**src/rtl/instr_fetch_if.sv**
```systemverilog
// Fetch-stage bus: ROM read port, redirect port and the decode-side valid/ready handshake.
// The fetch stage is the master; the ROM/decode environment sits on the slave side.
interface instr_fetch_if #(
  parameter int PC_W = 10
);
  logic            fetch_en;
  logic            redirect_c0;
  logic [PC_W-1:0] redirect_pc_c0;
  logic [PC_W-1:0] pc_read_c0;
  logic [31:0]     instr_reg_c1;
  logic [31:0]     instr_c2;
  logic [PC_W-1:0] pc_c2;
  logic            valid_c2;
  logic            ready_c2;

  modport master (
    input  fetch_en,
    input  redirect_c0,
    input  redirect_pc_c0,
    output pc_read_c0,
    input  instr_reg_c1,
    output instr_c2,
    output pc_c2,
    output valid_c2,
    input  ready_c2
  );

  modport slave (
    output fetch_en,
    output redirect_c0,
    output redirect_pc_c0,
    input  pc_read_c0,
    output instr_reg_c1,
    input  instr_c2,
    input  pc_c2,
    input  valid_c2,
    output ready_c2
  );
endinterface

```
**src/rtl/instr_fetch.sv**
```systemverilog
// Instruction fetch stage: drives the 1-cycle-latency program ROM and buffers returned
// words in a 2-entry FIFO toward decode, with a same-cycle redirect for branches/jumps.
module instr_fetch #(
  parameter int              PC_W     = 10,
  parameter logic [PC_W-1:0] RESET_PC = '0
) (
  input  logic          clk,
  input  logic          rst,
  instr_fetch_if.master bus
);
  logic [PC_W-1:0] pc_q;
  logic            inflight_q;
  logic [PC_W-1:0] inflight_pc_q;
  logic [1:0]      count_q;
  logic [31:0]     buf_instr_q [2];
  logic [PC_W-1:0] buf_pc_q    [2];

  logic            pop;
  logic            push;
  logic            issue;
  logic            start_fetch;
  logic [2:0]      occupancy;
  logic [PC_W-1:0] redirect_target;
  logic [PC_W-1:0] fetch_pc;

  assign redirect_target = {bus.redirect_pc_c0[PC_W-1:2], 2'b00};
  assign fetch_pc        = bus.redirect_c0 ? redirect_target : pc_q;
  assign bus.pc_read_c0  = fetch_pc;

  assign bus.valid_c2 = (count_q != 2'd0);
  assign pop          = bus.valid_c2 & bus.ready_c2;
  assign push         = inflight_q & ~bus.redirect_c0;

  // Only issue if the return next cycle is guaranteed a free slot, so the buffer never overflows.
  assign occupancy   = {1'b0, count_q} + {2'b00, inflight_q} - {2'b00, pop};
  assign issue       = bus.fetch_en & (occupancy <= 3'd1);
  assign start_fetch = bus.redirect_c0 ? bus.fetch_en : issue;

  // Masking with valid keeps stale buffer contents invisible, including right after reset.
  assign bus.instr_c2 = bus.valid_c2 ? buf_instr_q[0] : '0;
  assign bus.pc_c2    = bus.valid_c2 ? buf_pc_q[0]    : '0;

  always_ff @(posedge clk or posedge rst) begin
    if (rst) begin
      pc_q          <= RESET_PC;
      inflight_q    <= 1'b0;
      inflight_pc_q <= '0;
    end else if (start_fetch) begin
      inflight_q    <= 1'b1;
      inflight_pc_q <= fetch_pc;
      pc_q          <= fetch_pc + PC_W'(4);
    end else begin
      inflight_q <= 1'b0;
      if (bus.redirect_c0) begin
        pc_q <= redirect_target;
      end
    end
  end

  always_ff @(posedge clk or posedge rst) begin
    if (rst) begin
      count_q <= 2'd0;
    end else if (bus.redirect_c0) begin
      count_q <= 2'd0;
    end else begin
      count_q <= count_q + {1'b0, push} - {1'b0, pop};
    end
  end

  // Entry 0 is always the head; a pop shifts entry 1 down, a push lands behind the survivors.
  always_ff @(posedge clk) begin
    if (push) begin
      if (pop || (count_q == 2'd0)) begin
        buf_instr_q[0] <= bus.instr_reg_c1;
        buf_pc_q[0]    <= inflight_pc_q;
      end else begin
        buf_instr_q[1] <= bus.instr_reg_c1;
        buf_pc_q[1]    <= inflight_pc_q;
      end
    end else if (pop) begin
      buf_instr_q[0] <= buf_instr_q[1];
      buf_pc_q[0]    <= buf_pc_q[1];
    end
  end
endmodule

```
**src/flat_wrapper.sv**
```systemverilog
// flat-port wrapper written by rule: the top's interface ports become plain ports
module instr_fetch_flat 
#(
  parameter int              PC_W     = 10,
  parameter logic [PC_W-1:0] RESET_PC = '0
)
  (clk, rst, bus_fetch_en, bus_redirect_c0, bus_redirect_pc_c0, bus_pc_read_c0, bus_instr_reg_c1, bus_instr_c2, bus_pc_c2, bus_valid_c2, bus_ready_c2);
  instr_fetch_if #(.PC_W(PC_W)) bus_i ();
  input  logic clk;
  input  logic rst;
  input wire logic [$bits(bus_i.fetch_en)-1:0] bus_fetch_en;
  input wire logic [$bits(bus_i.redirect_c0)-1:0] bus_redirect_c0;
  input wire logic [$bits(bus_i.redirect_pc_c0)-1:0] bus_redirect_pc_c0;
  output wire logic [$bits(bus_i.pc_read_c0)-1:0] bus_pc_read_c0;
  input wire logic [$bits(bus_i.instr_reg_c1)-1:0] bus_instr_reg_c1;
  output wire logic [$bits(bus_i.instr_c2)-1:0] bus_instr_c2;
  output wire logic [$bits(bus_i.pc_c2)-1:0] bus_pc_c2;
  output wire logic [$bits(bus_i.valid_c2)-1:0] bus_valid_c2;
  input wire logic [$bits(bus_i.ready_c2)-1:0] bus_ready_c2;
  assign bus_i.fetch_en = bus_fetch_en;
  assign bus_i.redirect_c0 = bus_redirect_c0;
  assign bus_i.redirect_pc_c0 = bus_redirect_pc_c0;
  assign bus_pc_read_c0 = bus_i.pc_read_c0;
  assign bus_i.instr_reg_c1 = bus_instr_reg_c1;
  assign bus_instr_c2 = bus_i.instr_c2;
  assign bus_pc_c2 = bus_i.pc_c2;
  assign bus_valid_c2 = bus_i.valid_c2;
  assign bus_i.ready_c2 = bus_ready_c2;
  instr_fetch #(.PC_W(PC_W), .RESET_PC(RESET_PC)) u_core (.clk(clk), .rst(rst), .bus(bus_i));
endmodule
```
**config.mk**
```make
export PLATFORM = sky130hd
export DESIGN_NAME = instr_fetch_flat
export DESIGN_NICKNAME = d
export VERILOG_FILES = /design/src/rtl/instr_fetch_if.sv /design/src/rtl/instr_fetch.sv /design/src/flat_wrapper.sv
export SDC_FILE = /design/constraint.sdc
export NUM_CORES = 1
export LEC_CHECK = 0
export CORE_UTILIZATION = 50
export CTS_BUF_LIST = sky130_fd_sc_hd__clkbuf_8
export CTS_CLUSTER_DIAMETER = 30
export DETAILED_ROUTE_END_ITERATION = 10
export DONT_BUFFER_PORTS = 1
export PLACE_DENSITY = 0.67
export SLEW_MARGIN = 20
export SYNTH_ARGS = -nofsm -noshare
export SYNTH_HDL_FRONTEND = slang
export SYNTH_SLANG_ARGS = --single-unit
```
**constraint.sdc**
```tcl
create_clock -name clk -period 4.9 [get_ports clk]
set_input_delay 0.735 -clock clk [delete_from_list [all_inputs] [get_ports clk]]
set_output_delay 0.735 -clock clk [all_outputs]
set_load 0.005 [all_outputs]
```
==> reports/metrics.yaml <==
std_cell_rows: 34
worst_slack_ps: 1920
cp.required_ps: 5140
finalMaxSlewViolations: 0
slowest_delay_ps: 440
crit_path_start_kind: "flop"
async_reset_ff_share_pct: 21.5
tns_ps: 0
vias_per_cell: 5.22
tightest_slew_ps: 963
vias: 2105
synth_area_mm2: 0.00469
yosysTopAreaCellShare_pct: 53.8
dp_slack_ps: 1910
clk_pin_slew_worst_paths_ps: 90
io_buffers: 0
drive_above_1_share_pct: 24.1
rsz0062_at_grt: "false"
fin_skew_ps: 10.2
cts_sinks: 107
globalRouteOverflowTotal: 0
synth.distinct_cells: 35
r2r_cells: 11
synth-main-ff-cell: "edfxtp_1"
place.gp.congestion: 0.729
crit_chain: "or2_1 -> buf_4 -> nand2_8 -> xnor2_1 -> ha_1 -> inv_1 -> fa_1 -> xor2_1 -> o21a_2 -> inv_2 -> mux2_2"
grt_max_degree: 47
wl_per_cell_um: 17.0
peakVddDrop_uv: 155
run_status: "finished clean"
synth_area_leaders: "edfxtp_1, mux2_4, dfrtp_1, and2_1, buf_12"
reg2reg_to: "u_core.inflight_pc_q[0]$_DFFE_PP0P_"
period_minus_slack_ps: 2980
period_share_pct: 60.8
clock_path_buffers: 2
antenna_found_initial: 0
power_mw: 1.83
slew_headroom_pct: 35.8
whs_ps: 431
synth_seq_area_share_pct: 66.1
coreArea_mm2: 0.00889
post-route-util_pct: 55.2
dieArea_mm2: 0.00977
grt_pass1_wl_um: 11000
setup_viol: 0
crit_type: "flop to flop"
synth.largest_area_cell: "edfxtp_1"
fin_nets: 341
grt_pass1_vias: 2124
cp-end-kind: "flop"
die_x_um: 98.8
power_density_mw_per_mm2: 374
cts_tree: "done"
track_usage_pct: 14.9
yosysWarnings: 0
hold_path_class: "primary input to asynchronous set/reset pin"
reg2reg_slack_ps: 1920
nFillCells: 709
cts_resized: 0
areaGrowthSynthToFinish_pct: 4.62
cpMaxStageDelayCell: "dfrtp_1"
hold_violations: 0
cts_setup_buffers: 0
leakage_nw: 1.87
drt_iter0_markers: 55
r2r_start: "u_core.count_q[1]$_DFF_PP0_"
synth_enable_flop_cells: 84
synth_seq_cells: 107
io_pins: 100
die_h_um: 98.8
crit_fanout: 46
firstDrtPassIters: 4
worstPathArrival_ps: 3220
ctsHtreeMaxLevel: 3
start_util_pct: 52.7
antenna_cells: 0
hold_buffers: 0
routed_wl_um: 6850
hpwl_um: 4680
fmax_mhz: 335
syn_avg_cell_area_um2: 16.3
numCtsBuffers: 9
drc_errors: 0
cts_root_buf: "clkbuf_8"
synth_nets: 339
netlist_instances: 288
ant_nets: 0
clock_latency_ps: 350
drv_cap: 0
[how the worst max path moves through the flow]
stage                                     start                                  end  slack, ps  cells past startpoint
floorplan                       bus_redirect_c0   u_core.buf_instr_q[1][0]$_DFFE_PP_        140                      3
global placement    u_core.count_q[1]$_DFF_PP0_  u_core.inflight_pc_q[0]$_DFFE_PP0P_       1960                     11
detailed placement  u_core.count_q[1]$_DFF_PP0_  u_core.inflight_pc_q[0]$_DFFE_PP0P_       1910                     11
CTS                 u_core.count_q[1]$_DFF_PP0_  u_core.inflight_pc_q[0]$_DFFE_PP0P_       1890                     11
global route        u_core.count_q[1]$_DFF_PP0_  u_core.inflight_pc_q[0]$_DFFE_PP0P_       1680                     11
finish              u_core.count_q[1]$_DFF_PP0_  u_core.inflight_pc_q[0]$_DFFE_PP0P_       1920                     11
[cells by family after synthesis]
| group | after synthesis | synth area share [%] |
|---|---|---|
| AND/OR/NAND/NOR | 76 | 9.69 |
| AO/OA/AOI/OAI | 15 | 1.79 |
| flip-flops | 107 | 66.1 |
| XOR/XNOR | 9 | 1.68 |
| multiplexers | 52 | 15.5 |
| adder cells (fa/ha/maj) | 4 | 1.23 |
| buffers and inverters | 25 | 4.00 |
[layout by cell type, fill, tap and decap left out, drive strengths merged]
master / n
ha: 3
nand4: 3
clkinv: 3
nand2b: 1
mux2: 45
inv: 15
clkbuf: 10
nand2: 15
nand3: 3
dfrtp: 23
o21a: 1
nor3b: 1
buf: 4
nor3: 1
edfxtp: 84
o21ai: 10
nor2: 6
xor2: 1
and2: 42
a21oi: 1
a21boi: 1
or2: 1
mux2i: 7
a31oi: 2
fa: 1
xnor2: 8
nor2b: 3
[registers in the layout, indices dropped and copies added (netlist names)]
name and cells:
u_core.buf_instr_q 64, u_core.buf_pc_q 20, u_core.count_q 2, u_core.inflight_pc_q 10
u_core.inflight_q 1, u_core.pc_q 10
[critical path, delay by kind of cell, from the launching register on]
family / cells / cell delay (ps)
compound gates: 1 / 320
flops: 1 / 440
fa+ha+maj: 2 / 540
buf+inv: 3 / 540
xor+xnor: 2 / 280
mux: 1 / 360
simple gates: 2 / 410
[through the flow]
step | std cells | instance area (um^2)
finish | 403 | 4900
global route | 403 | 4900
CTS | 403 | 4900
detailed placement | 387 | 4730
global placement | 387 | 4730
floorplan | 288 | 4690
[Yosys cell counts, types with 4 or more instances]
master and count:
mux2i_1 7, xnor2_1 8, o21ai_0 9, buf_12 4, and2_1 42, edfxtp_1 84
mux2_4 40, mux2_2 5, nor2_1 5, inv_1 10, nand2_1 14, dfrtp_1 23
[power by group]
group          total, mW  internal (mW)  switching, mW
Combinational      0.245          0.112          0.133
Clock              0.470          0.195          0.275
Sequential          1.12           1.09         0.0301
Total               1.83           1.39          0.438
[final cells by class]
| class | count | area [um^2] | area share [%] |
|---|---|---|---|
| Sequential cell | 107 | 3100 | 63.2 |
| Multi-Input combinational cell | 156 | 1420 | 28.9 |
| Clock buffer | 10 | 138 | 2.81 |
| Tap cell | 108 | 135 | 2.76 |
| Inverter | 12 | 52.6 | 1.07 |
| Clock inverter | 6 | 32.5 | 0.663 |
| Timing Repair Buffer | 4 | 30.0 | 0.612 |
[per-layer routing]
| layer | GRT usage [%] | routed length [um] | vias up |
|---|---|---|---|
| li1 | - | - | 1018 |
| met1 | 18.6 | 3010 | 1017 |
| met2 | 23.8 | 3250 | 63 |
| met3 | 5.60 | 527 | 7 |
| met4 | 5.51 | 72 | 0 |
| met5 | 0 | 0 | - |
Power figures use the tool's default switching activity.
